--- config.mk ---
export PLATFORM = sky130hd
export DESIGN_NAME = rr_decoder_arbiter
export DESIGN_NICKNAME = d
export VERILOG_FILES = /design/src/rtl/arb_pkg.sv /design/src/rtl/arb_dec2x4.sv /design/src/rtl/rr_decoder_arbiter.sv
export SDC_FILE = /design/constraint.sdc
export NUM_CORES = 1
export LEC_CHECK = 0
export ABC_AREA = 1
export BUFFER_PORTS_ARGS = -buffer_cell sky130_fd_sc_hd__buf_4
export CAP_MARGIN = 20
export CORE_MARGIN = 2
export CORE_UTILIZATION = 30
export CTS_BUF_LIST = sky130_fd_sc_hd__clkbuf_8
export CTS_CLUSTER_DIAMETER = 150
export CTS_CLUSTER_SIZE = 10
export DETAILED_ROUTE_END_ITERATION = 7
export SLEW_MARGIN = 10
export SYNTH_ARGS = -nofsm -noshare
export SYNTH_HDL_FRONTEND = slang
export SYNTH_HIERARCHICAL = 1
export SYNTH_SLANG_ARGS = --single-unit
--- constraint.sdc ---
create_clock -name clk -period 1.6 [get_ports clk]
set_input_delay 0.16 -clock clk [delete_from_list [all_inputs] [get_ports clk]]
set_output_delay 0.16 -clock clk [all_outputs]
set_load 0.01 [all_outputs]
--- src/rtl/arb_pkg.sv ---
// Shared definitions for the round-robin decoder arbiter.
package arb_pkg;

  localparam int unsigned NREQ = 4;

  // FSM encodings
  localparam logic [0:0] ST_IDLE  = 1'b0;
  localparam logic [0:0] ST_GRANT = 1'b1;

  // The pointer starts at the last requester, so requester 0 is searched first
  localparam logic [1:0] LAST_PTR_RST = 2'd3;

  // Result of a round-robin search
  typedef struct packed {
    logic       found;
    logic [1:0] idx;
  } search_t;

endpackage

--- src/rtl/arb_dec2x4.sv ---
// 2-to-4 decoder with enable; q is all zero when e is low.
module arb_dec2x4 (
  input  logic [1:0] a,
  input  logic       e,
  output logic [3:0] q
);

  // Drive the selected output bit only while enabled
  always_comb begin
    q = 4'b0000;
    if (e) begin
      q[a] = 1'b1;
    end
  end

endmodule

--- src/rtl/rr_decoder_arbiter.sv ---
// Round-robin arbiter for 4 requesters with a bounded hold time per tenure.
// The grant index and enable are registered and then decoded into a one-hot
// grant, so there is no combinational path from req to gnt.
module rr_decoder_arbiter
  import arb_pkg::*;
#(
  parameter int unsigned MAX_HOLD = 8,
  parameter int unsigned HOLD_W   = 4
) (
  input  logic            clk,
  input  logic            rst_n,
  input  logic [NREQ-1:0] req,
  output logic [NREQ-1:0] gnt,
  output logic [1:0]      gnt_idx,
  output logic            gnt_vld,
  output logic            busy
);

  // Last hold_cnt value of a tenure; reaching it forces a release
  localparam logic [HOLD_W-1:0] HOLD_LAST = HOLD_W'(MAX_HOLD - 1);

  logic [0:0]        state_q, state_d;
  logic [1:0]        gnt_idx_q, gnt_idx_d;
  logic [1:0]        last_ptr_q, last_ptr_d;
  logic [HOLD_W-1:0] hold_cnt_q, hold_cnt_d;

  search_t           idle_win;
  search_t           rel_win;
  logic              release_now;

  // First set request scanning ptr+1 .. ptr+4 (mod 4); ptr itself is checked last
  function automatic search_t rr_search(input logic [NREQ-1:0] r, input logic [1:0] ptr);
    search_t    s;
    logic [1:0] i;
    s = '0;
    // Scan in reverse so the nearest candidate overwrites farther ones
    for (int k = NREQ; k >= 1; k--) begin
      i = ptr + 2'(k);
      if (r[i]) begin
        s.found = 1'b1;
        s.idx   = i;
      end
    end
    return s;
  endfunction

  // Candidate winners for leaving IDLE and for a release inside GRANT
  always_comb begin
    idle_win    = rr_search(req, last_ptr_q);
    rel_win     = rr_search(req, gnt_idx_q);
    release_now = !req[gnt_idx_q] || (hold_cnt_q == HOLD_LAST);
  end

  // Next-state logic for the FSM, grant index, pointer and hold counter
  always_comb begin
    state_d    = state_q;
    gnt_idx_d  = gnt_idx_q;
    last_ptr_d = last_ptr_q;
    hold_cnt_d = hold_cnt_q;
    unique case (state_q)
      ST_IDLE: begin
        if (idle_win.found) begin
          state_d    = ST_GRANT;
          gnt_idx_d  = idle_win.idx;
          hold_cnt_d = '0;
        end
      end
      ST_GRANT: begin
        if (release_now) begin
          last_ptr_d = gnt_idx_q;
          if (rel_win.found) begin
            // Hand over directly; a lone requester at expiry lands on itself
            gnt_idx_d  = rel_win.idx;
            hold_cnt_d = '0;
          end else begin
            // gnt_idx keeps its old value while idle
            state_d    = ST_IDLE;
            hold_cnt_d = '0;
          end
        end else if (hold_cnt_q != HOLD_LAST) begin
          hold_cnt_d = hold_cnt_q + 1'b1;
        end
      end
      default: begin
        state_d = ST_IDLE;
      end
    endcase
  end

  // State registers with asynchronous active-low reset
  always_ff @(posedge clk or negedge rst_n) begin
    if (!rst_n) begin
      state_q    <= ST_IDLE;
      gnt_idx_q  <= 2'd0;
      last_ptr_q <= LAST_PTR_RST;
      hold_cnt_q <= '0;
    end else begin
      state_q    <= state_d;
      gnt_idx_q  <= gnt_idx_d;
      last_ptr_q <= last_ptr_d;
      hold_cnt_q <= hold_cnt_d;
    end
  end

  // Outputs decoded purely from registers
  always_comb begin
    gnt_vld = (state_q == ST_GRANT);
    busy    = gnt_vld;
    gnt_idx = gnt_idx_q;
  end

  arb_dec2x4 u_dec (
    .a (gnt_idx_q),
    .e (gnt_vld),
    .q (gnt)
  );

endmodule

### Word-level counts from Yosys, hierarchy flattened

Cells that the tools add are included.

* flip-flop bits (word level): 9
* input bits: 6

* reductions and logical operators: 6
* muxes and demuxes: 39
* magnitude comparators: 9
* $add $sub $neg: 7
* equality and inequality tests: 7
* bitwise gates (word level): 1

Operator list (count)
* < comparator 2 x 3 -> 1 bit (second input constant): 8
* two-way mux 3 bit: 8
* binary-select mux 1 bit (select 2 bit): 8
* two-way mux 4 bit: 4
* two-way mux 1 bit: 12
* adder 2 bit (second input constant): 4
* case mux 4 bit (2 select lines): 1
* two-way mux 2 bit: 3
* != test 5 bit (second input constant): 1
* adder 2 x 1 -> 2 bit (second input constant): 2
* adder 4 x 1 -> 4 bit (second input constant): 1
* equality test 4 x 3 -> 1 bit (second input constant): 1
* != test 2 x 1 -> 1 bit (second input constant): 2
* != test 4 x 3 -> 1 bit (second input constant): 1
* case mux 2 bit (2 select lines): 1
* AND reduction 2 bit: 2
* AND reduction 4 bit: 1
* != test 3 x 1 -> 1 bit (second input constant): 1
* demux 1 bit (select 2 bit): 1
* greater-or-equal comparator 2 x 1 -> 1 bit (second input constant): 1
* != test 2 bit (second input constant): 1
* case mux 1 bit (2 select lines): 1
* logical AND 1 bit: 1
* logical NOT 1 bit: 1
* 2 further kinds: 2

### Logic depth before layout (Yosys ltp)

Gate-level depths: netlist (run 1).

* depth in word-level cells: 9
* mapped depth: 12
* gate-level depth less buffers: 12

### Hierarchy

The synthesis (run 1) kept the hierarchy.

Modules (own cells, without submodules)
* rr_decoder_arbiter: times used 1, cells each 132, area an instance 883.3 um^2
* arb_dec2x4: times used 1, cells each 8, area an instance 30.0 um^2

### Least setup slack after synthesis (run 1)

Ideal clock, no wire load.

* path type: register -> register
* from: register gnt_idx_q[0], in the netlist gnt_idx[0]
* to: register gnt_idx_q[0], in the netlist gnt_idx[0]
* setup slack: 0.205 ns
* setup time: 0.119 ns
* data required time: 1.481 ns
* arrival: 1.276 ns
* path buffers: 1
* cell stages (with the launch flop): 10
* clock period less this slack: 1.395 ns
* cell sequence: dfrtp_1 > buf_6 > o211ai_2 > nand2_4 > nor2_8 > nand2_2 > nand2_2 > nor2_1 > nand2_1 > nand2_1

* word-level cells in the longest chain between the ends: 9

RTL lines
* from (decl): RTL line rr_decoder_arbiter.sv:23 `logic [1:0] gnt_idx_q, gnt_idx_d;`
* from (signal assigned): RTL line rr_decoder_arbiter.sv:99 `gnt_idx_q <= gnt_idx_d;`
* adder 2 bit: RTL line rr_decoder_arbiter.sv:38 `i = ptr + 2'(k);`
* binary-select mux 1 bit (select 2 bit): RTL line rr_decoder_arbiter.sv:39 `if (r[i]) begin`
* two-way mux 1 bit (not written as such): RTL line rr_decoder_arbiter.sv:39
* two-way mux 3 bit (3 in a row): RTL line rr_decoder_arbiter.sv:39
* two-way mux 2 bit: RTL line rr_decoder_arbiter.sv:71 `if (rel_win.found) begin`
* two-way mux 2 bit: RTL line rr_decoder_arbiter.sv:69 `if (release_now) begin`
* case mux 2 bit (2 select lines): RTL line rr_decoder_arbiter.sv:60 `unique case (state_q)`

Several ways; a longest one is shown, not always the timed one. The select of a mux whose other input is x is not followed.
A chain may end at the register's enable or synchronous reset.

### Worst setup path after layout (run 1)

* from: register last_ptr_q[0]
* to: register hold_cnt_q[3]

* word-level cells in the longest chain between the ends: 8

RTL lines
* from (decl): RTL line rr_decoder_arbiter.sv:24 `logic [1:0] last_ptr_q, last_ptr_d;`
* from (signal assigned): RTL line rr_decoder_arbiter.sv:100 `last_ptr_q <= last_ptr_d;`
* adder 2 bit / binary-select mux 1 bit (select 2 bit) (equally long branches): RTL line rr_decoder_arbiter.sv:38, rr_decoder_arbiter.sv:39
* binary-select mux 1 bit (select 2 bit) / two-way mux 1 bit (equally long branches): RTL line rr_decoder_arbiter.sv:39
* two-way mux 1 bit (not written as such) / two-way mux 3 bit (equally long branches): RTL line rr_decoder_arbiter.sv:39
* two-way mux 3 bit (2 in a row): RTL line rr_decoder_arbiter.sv:39
* two-way mux 3 bit *: RTL line rr_decoder_arbiter.sv:39
* != test 2 bit (no line) *
* AND reduction 2 bit (no line) *
* to (signal assigned): RTL line rr_decoder_arbiter.sv:101 `hold_cnt_q <= hold_cnt_d;`
* to (decl): RTL line rr_decoder_arbiter.sv:25 `logic [HOLD_W-1:0] hold_cnt_q, hold_cnt_d;`

Every way passes the cells marked *; elsewhere a longest branch is shown, timed or not. The select of a mux whose other input is x is not followed.

==> flow_summary.yaml, run 1 <==
run_status:
  status: "finished clean"
place:
  numPortBuffers: 13
  dpl_cell_area_um2: 1061
  gp_congestion: 0.7748
  dp_hpwl_um: 1622
yosys:
  synthTopCellsByArea: "dfrtp_1 19%, nand2_1 18%, inv_1 7.4%"
  ys_types: 27
  synth-edff-count: 0
  ys_warn_count: 6
  avgSynthCellArea_um2: 6.524
  netlist_area_um2: 913.4
  syn_nets: 147
  async_flop_share: 1.000
  synth-seq-area-share: 0.2493
  yosysMostFrequentCell: "nand2_1"
  synthTopCellsByCount: "45 x nand2_1, 18 x inv_1, 13 x nand3_1"
  synth_seq_cells: 9
  yosys.area.top_type: "dfrtp_1"
  synth.top_cell.area_share: 0.1918
  synth-main-ff-cell: "dfrtp_1"
  syn_inst: 140
pwr:
  power.static_leakage_nw: 0.6234
  ir_drop_v: 0.0007806
  pwr_density_cell_nw_per_um2: 2136
clock_tree:
  cts_tree: "yes"
  clock_latency_ps: 230
  numCtsBuffers: 3
  ctsHtreeMaxLevel: 1
  cts_buffer_depth: 2
  path_clk_slew_ps: 40
  cts.sinks: 9
  cts_root_buf: "clkbuf_8"
critical_path:
  r2r_slack_ps: 90
  crit_chain: "inv_2 -> nand2_1 -> nand2_2 -> nor3_1 -> nand3_1 -> o22ai_1"
  required_ps: 1750
  regToRegStartpoint: "last_ptr_q[0]$_DFFE_PN1P_"
  crit_family: "flip-flops"
  path_class: "flop to flop"
  crit_arrival_ps: 1660
  cp-startpoint: "last_ptr_q[0]$_DFFE_PN1P_"
  critical_path.slowest_cell: "dfstp_2"
  cp-start-kind: "flop"
  r2r-end: "hold_cnt_q[3]$_DFFE_PN0P_"
  worstRegToRegCells: 6
  worst-path-buf-inv: 1
  cp_max_fo: 7
  max_stage_delay_ps: 620
  critPathCaptureType: "flop"
floorplanning:
  start_util: 0.3067
  dieArea_um2: 3502
  die_y_um: 59.18
  die_w_um: 59.18
  coreArea_um2: 2978
  rows: 20
  num_io_pins: 14
cells_and_area:
  insertedDiodeCount: 0
  syn2layout_area_growth_pct: 29.59
  final_nets: 168
  fillers: 316
  drive_gt1_frac: 0.4000
  final_area_um2: 1184
  utilization: 0.3975
routing:
  via_count: 901
  drt-initial-drc-count: 35
  vias_per_cell: 4.668
  drt-pass1-iter-count: 4
  drc: 0
  drt-total-wl_um: 2107
  ant_nets: 0
  routedWlPerCell_um: 10.92
sta:
  fin_skew_ps: 1.952
  rsz0062_at_grt: "yes"
  fin_hold_ws_ps: 285.5
  setup_viol: 0
  fin_setup_tns_ps: 0
  hold_viol: 0
  fin_crit_sh: 0.9453
  fmax_mhz: 661.2
  final_max_slew_viol_count: 0
  period_needed_ps: 1512
  slew_headroom: 0.8119
  worst-slew-pin-transition_ps: 281.9
grt:
  grt_pass1_vias: 808
  grt_pass1_wl_um: 3525
  gr-total-overflow: 0
  grt_start_max_net_pins: 10
  gr-usage-all-layers: 0.1303
  antenna_found_initial: 0
flow_run:
  cap_viol_max_count: 0
min_path:
  min-delay-path-class: "primary input to asynchronous set/reset pin"
worst max path at each step:
stage | end | slack [ps] | cells after the start
finish | hold_cnt_q[3]$_DFFE_PN0P_ | 90 | 6
global route | gnt_idx[0]$_DFFE_PN0P_ | -30 | 12
CTS | gnt_idx[0]$_DFFE_PN0P_ | 20 | 11
detailed placement | gnt_idx[0]$_DFFE_PN0P_ | 30 | 11
global placement | gnt_idx[0]$_DFFE_PN0P_ | 60 | 11
floorplan | gnt_idx[0]$_DFFE_PN0P_ | 210 | 9
stage by stage:
stage,power [W],instances,setup WS [ps]
after floorplan,0.001680,140,205.3
after global placement,0.002074,186,58.41
after detailed placement,0.002102,186,31.01
after CTS,0.002377,191,22.12
after global routing,0.002779,193,-34.78
final,0.002528,193,87.51
cell usage in the layout (no fill, tap or decap), types with 2 or more instances in the layout:
| master | n |
|---|---|
| inv_1 | 17 |
| nand3_1 | 10 |
| a21oi_1 | 3 |
| dfrtp_2 | 2 |
| nor2_2 | 2 |
| nand2_4 | 3 |
| nand2_2 | 17 |
| buf_4 | 15 |
| nand2_1 | 37 |
| o21ai_2 | 4 |
| xor2_1 | 2 |
| inv_2 | 4 |
| o21ai_1 | 4 |
| clkbuf_8 | 3 |
| dfrtp_1 | 5 |
| buf_6 | 2 |
| o21ai_0 | 3 |
| nand3_2 | 4 |
| nor2_1 | 9 |
| dfstp_2 | 2 |
timing repair:
action / 4_1_cts / 5_1_grt
endpoints found under the setup margin: 0 / 6
resized for setup: 0 / 20
hold buffers: 1 / 0
setup buffers: 0 / 2
hold endpoints to repair: 9 / 0
registers in the layout, summed over array words and instances (netlist names):
signal      cells
gnt_idx         2
hold_cnt_q      4
last_ptr_q      2
busy            1
area by class of cell:
type	instances	area, um^2	area share
clock inverters	1	3.754	0.003171
flip-flops and latches	9	230.2	0.1945
repair buffers	19	165.2	0.1395
well taps	33	41.29	0.03488
multi-input cells	108	626.9	0.5296
clock buffers	3	41.29	0.03488
inverters	20	75.07	0.06342
per-layer routing:
layer	global-route usage	vias to the layer above	share of wire
met3	0.01310	4	0.031
met4	0.04545	0	0.018
li1	-	485	-
met5	0	-	0
met1	0.1882	393	0.49
met2	0.2016	19	0.47
cell families after synthesis:
kind of cell | count (synthesis) | synth area share
AND/OR/NAND/NOR | 87 | 0.4753
buffers and inverters | 23 | 0.1110
AO/OA/AOI/OAI | 18 | 0.1315
flip-flops | 9 | 0.2493
XOR/XNOR | 2 | 0.01918
adder cells (fa/ha/maj) | 1 | 0.01370
report_power, final:
group | leakage, nW | switching, W | total [W] | internal (W)
Combinational | 0.491 | 0.00102 | 0.00176 | 0.000735
Clock | 0.0269 | 0.0000889 | 0.000256 | 0.000167
Sequential | 0.106 | 0.000164 | 0.000512 | 0.000348
No activity file was read; power rests on OpenSTA's default activity.
==> run 2, diff against run 1 <==
- SYNTH_HIERARCHICAL: 1 -> unset
==> run 2 against run 1 <==
  * The flow now finishes with violations (DRC)
  * Sequential share of layout area is 0.47 points lower
  * Register-to-register slack worse by 60 ps
  * Utilization is 3.0 points higher
==> flow_summary.yaml, run 2 <==
run_status:
  status: "finished, violations left"
  violations: "DRC"
yosys:
  synthTopCellsByArea: "nand2_1 24%, dfrtp_1 20%, inv_1 8.0%"
  muxShareOfSynthArea: 0.01117
  synth-seq-area-share: 0.2542
  syn_nets: 153
  yosysMostFrequentCell: "nand2_1"
  synth-main-ff-cell: "dfrtp_1"
  yosys.area_share.adder: 0.06983
  synthTopCellsByCount: "58 x nand2_1, 19 x inv_1, 14 x nand3_1"
  synth.top_cell.area_share: 0.2430
  syn_inst: 142
  avgSynthCellArea_um2: 6.309
  yosys.area.top_type: "nand2_1"
  synth_seq_cells: 9
  netlist_area_um2: 895.9
  synth_top_family_by_area: "simple AND/OR/NAND/NOR gates"
  ys_types: 24
  synth-simple-area-share: 0.4260
  synth_xor_area_frac: 0.01955
  ys_warn_count: 0
  synth-compound-area-share: 0.08520
  async_flop_share: 1.000
  synth-edff-count: 0
floorplanning:
  coreArea_um2: 2805
  dieArea_um2: 3439
  die_w_um: 58.65
  num_io_pins: 14
  start_util: 0.3194
  die_y_um: 58.65
  rows: 19
critical_path:
  worst-path-stages: 11
  path_class: "flop to flop"
  r2r-end: "gnt_idx[1]$_DFFE_PN0P_"
  path_common_cell: "nand2_1"
  r2r_slack_ps: 30
  worstRegToRegCells: 11
  cp-start-kind: "flop"
  regToRegStartpoint: "last_ptr_q[0]$_DFFE_PN1P_"
  crit_family: "simple AND/OR/NAND/NOR gates"
  crit_arrival_ps: 1690
  required_ps: 1720
  max_stage_delay_ps: 600
  worst-path-buf-inv: 2
  crit_chain: "buf_6 -> nand2_2 -> nand2_2 -> buf_4 -> nand3_1 -> nand3b_1 -> nand2_1 -> nand2_1 -> nand2_1 -> nand2_1 -> nand2_1"
  critPathCapture: "gnt_idx[1]$_DFFE_PN0P_"
  critical_path.slowest_cell: "dfstp_2"
  critPathCaptureType: "flop"
  cp_max_fo: 6
  cp-startpoint: "last_ptr_q[0]$_DFFE_PN1P_"
cells_and_area:
  largest_register_ffs: 4
  fillers: 300
  drive_gt1_frac: 0.3653
  final_cell_mix: "49 x nand2_1, 22 x buf_4, 18 x inv_1"
  seqCellArea_um2: 227.7
  syn2layout_area_growth_pct: 33.94
  multi_input_area_um2: 611.8
  layout_commonest_cell: "nand2_1"
  instances_no_fill: 198
  final_area_um2: 1200
  insertedDiodeCount: 0
  regMostFlops: "hold_cnt_q"
  final_nets: 179
place:
  numPortBuffers: 13
  dpl_cell_area_um2: 1044
  dp_hpwl_um: 1657
  dp.cells: 189
  gp_congestion: 0.8081
  post-place-ws_ps: 13.64
sta:
  hold_viol: 0
  rsz0062_at_grt: "yes"
  fin_hold_ws_ps: 288.4
  fin_skew_ps: 2.465
  fmax_mhz: 636.7
  slew_headroom: 0.8232
  period_needed_ps: 1571
  setup_ws_ps: 29.33
  fin_crit_sh: 0.9817
  worst-slew-pin-transition_ps: 260.1
  final_max_slew_viol_count: 0
  setup_viol: 0
clock_tree:
  cts_buffer_depth: 2
  cts_root_buf: "clkbuf_8"
  numCtsBuffers: 3
  cts.sinks: 9
  path_clk_slew_ps: 50
  clock_latency_ps: 230
  ctsHtreeMaxLevel: 1
  cts_tree: "yes"
flow_run:
  cap_viol_max_count: 0
routing:
  drt-total-wl_um: 2385
  vias_per_cell: 4.773
  via_count: 945
  drt-initial-drc-count: 123
  drt-pass1-iter-count: 6
  routedWlPerCell_um: 12.05
  drc: 1
  ant_nets: 0
pwr:
  power.total_w: 0.002588
  ir_drop_v: 0.0008942
  pwr_density_cell_nw_per_um2: 2157
  power.static_leakage_nw: 0.6638
grt:
  grt_pass1_wl_um: 3684
  gr-usage-all-layers: 0.1364
  antenna_found_initial: 0
  grt_pass1_vias: 909
  grt_start_max_net_pins: 11
  gr-total-overflow: 0
min_path:
  min-delay-path-class: "primary input to asynchronous set/reset pin"
## run 2: cells by family (layout without fill, tap and decap cells)
logic type	after synthesis	in the layout
adders and majority gates	5	5
muxes	1	1
buffers and inverters	25	50
xor gates and xnor gates	2	2
and+or+nand+nor	87	87
AOI/OAI and AO/OA	13	13
DFF	9	9
## run 2: repair_timing
| action | in CTS | in global routing |
|---|---|---|
| hold buffers | 1 | 0 |
| pin swaps | 0 | 7 |
| gates cloned | 0 | 0 |
| gates resized for setup | 0 | 24 |
| setup endpoints to repair | 1 | 6 |
| hold endpoints to repair | 9 | 0 |
| setup buffers | 1 | 3 |
## run 2: worst min-delay path by stage
stage / cells after the start / start / slack, ps / end
after global routing: 2 / rst_n / 310 / hold_cnt_q[2]$_DFFE_PN0P_
after floorplan: 0 / rst_n / -140 / busy$_DFF_PN0_
after detailed placement: 1 / rst_n / -6 / hold_cnt_q[1]$_DFFE_PN0P_
final: 2 / rst_n / 290 / hold_cnt_q[2]$_DFFE_PN0P_
after CTS: 2 / rst_n / 280 / hold_cnt_q[1]$_DFFE_PN0P_
after global placement: 1 / rst_n / -9 / hold_cnt_q[1]$_DFFE_PN0P_
## run 2: metrics by stage
| step | setup TNS, ps | util |
|---|---|---|
| CTS | 0 | 0.3943 |
| floorplan | 0 | - |
| global route | -181.4 | 0.4277 |
| finish | 0 | 0.4277 |
| detailed placement | 0 | 0.3720 |
| global placement | 0 | 0.3720 |
## run 2: layout make-up
| class | instances | area share |
|---|---|---|
| Tap cell | 31 | 0.03233 |
| Timing Repair Buffer | 25 | 0.1648 |
| Sequential cell | 9 | 0.1898 |
| Clock buffer | 3 | 0.03441 |
| Clock inverter | 1 | 0.003128 |
| Multi-Input combinational cell | 108 | 0.5099 |
| Inverter | 21 | 0.06569 |
## run 2: routing by layer
metal  global-route usage  part of all wire  vias to the layer above
li1                     -                 -                      491
met1               0.1807              0.46                      435
met2               0.2247              0.50                       19
met3              0.02857             0.040                        0
met4              0.03896                 0                        0
met5                    0                 0                        -
## run 2: power by group
| part | leakage (nW) | switching (W) | internal [W] | total (W) |
|---|---|---|---|---|
| combinational | 0.528 | 0.00109 | 0.000801 | 0.00189 |
| clock | 0.0269 | 0.0000927 | 0.000167 | 0.000260 |
| sequential | 0.108 | 0.0000966 | 0.000339 | 0.000436 |
==> run 3, diff against run 2 <==
- CORE_MARGIN: 2 -> 5
- REMOVE_ABC_BUFFERS: unset -> 1
==> run 3 against run 2 <==
  * The run now ends clean
  * Sequential power down 3%
  * Worst setup slack better by 58 ps
  * Clock-buffer cell count unchanged
  * Design area down 1.7%
  * Register-to-register slack better by 60 ps
  * First-iteration DRC count down 59%
  * Die area up 22%
  * Maximum frequency up 3.8%
  * Flip-flop and latch count unchanged
  * Critical path type unchanged
  * Highest routed layer unchanged
==> flow_summary.yaml, run 3 (synthesized netlist as in run 2, its figures left out) <==
min_path:
  min-delay-path-class: "primary input to asynchronous set/reset pin"
critical_path:
  r2r-end: "gnt_idx[0]$_DFFE_PN0P_"
  critPathCaptureType: "flop"
  critical_path.slowest_cell: "dfstp_2"
  cp-start-kind: "flop"
  crit_chain: "inv_2 -> nand2_1 -> nand2_2 -> o21ai_0 -> nor2_2 -> nand3_2 -> nand2_2 -> o21ai_2 -> nand2_1"
  cp_max_fo: 5
  worstRegToRegCells: 9
  max_stage_delay_ps: 570
  required_ps: 1720
  crit_arrival_ps: 1630
  r2r_slack_ps: 90
  regToRegStartpoint: "last_ptr_q[0]$_DFFE_PN1P_"
  path_class: "flop to flop"
clock_tree:
  numCtsBuffers: 3
  cts_root_buf: "clkbuf_8"
  clock_latency_ps: 240
  cts.sinks: 9
  ctsHtreeMaxLevel: 1
  cts_tree: "yes"
  cts_buffer_depth: 2
  path_clk_slew_ps: 50
place:
  numPortBuffers: 13
  dp_hpwl_um: 1810
  gp_congestion: 0.8238
floorplanning:
  start_util: 0.3194
  die_y_um: 64.65
  coreArea_um2: 2805
  die_w_um: 64.65
  rows: 19
  num_io_pins: 14
  dieArea_um2: 4179
sta:
  fin_skew_ps: 5.552
  fin_hold_ws_ps: 285.5
  rsz0062_at_grt: "yes"
  worst-slew-pin-transition_ps: 225.6
  fmax_mhz: 661.2
  hold_viol: 0
  fin_crit_sh: 0.9453
  final_max_slew_viol_count: 0
  period_needed_ps: 1512
  slew_headroom: 0.8453
  setup_viol: 0
cells_and_area:
  final_nets: 178
  fillers: 311
  regMostFlops: "hold_cnt_q"
  drive_gt1_frac: 0.3434
  final_cell_mix: "48 x nand2_1, 22 x buf_4, 18 x inv_1"
  syn2layout_area_growth_pct: 31.70
  layout_commonest_cell: "nand2_1"
  insertedDiodeCount: 0
  largest_register_ffs: 4
routing:
  vias_per_cell: 4.706
  routedWlPerCell_um: 11.33
  ant_nets: 0
  drt-initial-drc-count: 51
  drt-total-wl_um: 2232
  via_count: 927
  drt-pass1-iter-count: 4
  drc: 0
pwr:
  power.static_leakage_nw: 0.6596
  power.total_w: 0.002493
  pwr_density_cell_nw_per_um2: 2113
  ir_drop_v: 0.0008690
run_status:
  status: "finished clean"
grt:
  gr-total-overflow: 0
  grt_pass1_vias: 911
  gr-usage-all-layers: 0.1140
  grt_start_max_net_pins: 10
  antenna_found_initial: 0
  grt_pass1_wl_um: 3850
flow_run:
  cap_viol_max_count: 0
==> run 3: cell types whose count changed in the layout (fill, tap and decap cells not counted), sizes merged <==
| cell | previous run | this run |
|---|---|---|
| clkinv | 0 | 1 |
| inv | 22 | 21 |
| buf | 24 | 23 |
==> run 3: area by class of cell <==
type                    instances  area [um^2]  area share
repair buffers                 24        186.4      0.1580
clock buffers                   3        41.29     0.03499
inverters                      21        78.83     0.06681
well taps                      31        38.79     0.03287
multi-input cells             108        601.8      0.5101
flip-flops and latches          9        227.7      0.1930
clock inverters                 1        5.005    0.004242
==> run 3: per-stage QoR <==
| step | TNS [ps] | area (um^2) | std cells | utilization | setup slack, ps |
|---|---|---|---|---|---|
| after floorplan | 0 | 854.6 | 138 | - | 44.76 |
| after global placement | 0 | 1051 | 190 | 0.3747 | 37.51 |
| after detailed placement | -33.30 | 1051 | 190 | 0.3747 | -24.98 |
| after CTS | 0 | 1115 | 196 | 0.3974 | 29.34 |
| after global routing | -105.6 | 1180 | 197 | 0.4206 | -55.88 |
| final | 0 | 1180 | 197 | 0.4206 | 87.53 |
==> run 3: layer usage <==
metal / vias to the layer above / wire length (um) / global-route usage / share of wire
met5: - / 0 / 0 / 0
met4: 0 / 0 / 0.01583 / 0
met3: 0 / 74 / 0.03800 / 0.033
met2: 10 / 1153 / 0.2036 / 0.52
met1: 430 / 1004 / 0.1358 / 0.45
li1: 487 / - / - / -
==> run 3: power by group <==
group          internal (W)  leakage [nW]  total (W)  switching (W)
logic              0.000749         0.526    0.00180        0.00105
clock network      0.000170        0.0255   0.000267      0.0000963
registers          0.000339         0.108   0.000425      0.0000858
total               0.00126         0.660    0.00249        0.00124
==> run 3: how the worst max path moves through the flow <==
stage | endpoint | slack (ps) | start | cells after the start
floorplan | gnt_idx[0]$_DFFE_PN0P_ | 40 | gnt_idx[0]$_DFFE_PN0P_ | 9
global placement | gnt_idx[1]$_DFFE_PN0P_ | 40 | last_ptr_q[0]$_DFFE_PN1P_ | 11
detailed placement | gnt_idx[1]$_DFFE_PN0P_ | -20 | last_ptr_q[0]$_DFFE_PN1P_ | 11
CTS | gnt_idx[1]$_DFFE_PN0P_ | 30 | last_ptr_q[0]$_DFFE_PN1P_ | 11
global route | gnt_idx[0]$_DFFE_PN0P_ | -60 | last_ptr_q[0]$_DFFE_PN1P_ | 12
finish | gnt_idx[0]$_DFFE_PN0P_ | 90 | last_ptr_q[0]$_DFFE_PN1P_ | 9
==> run 3: critical path, delay by kind of cell, from the launching register on <==
family / cells / cell delay [ps]
buf+inv: 1 / 70
simple gates: 6 / 460
flops: 1 / 570
compound gates: 2 / 310
==> run 3: repair_timing <==
| item | CTS | global route |
|---|---|---|
| hold endpoints to repair | 9 | 0 |
| pin swaps | 0 | 4 |
| setup endpoints to repair | 2 | 4 |
| hold buffers | 1 | 0 |
| resized for setup | 0 | 18 |
| gates cloned | 0 | 0 |
| setup buffers | 1 | 1 |
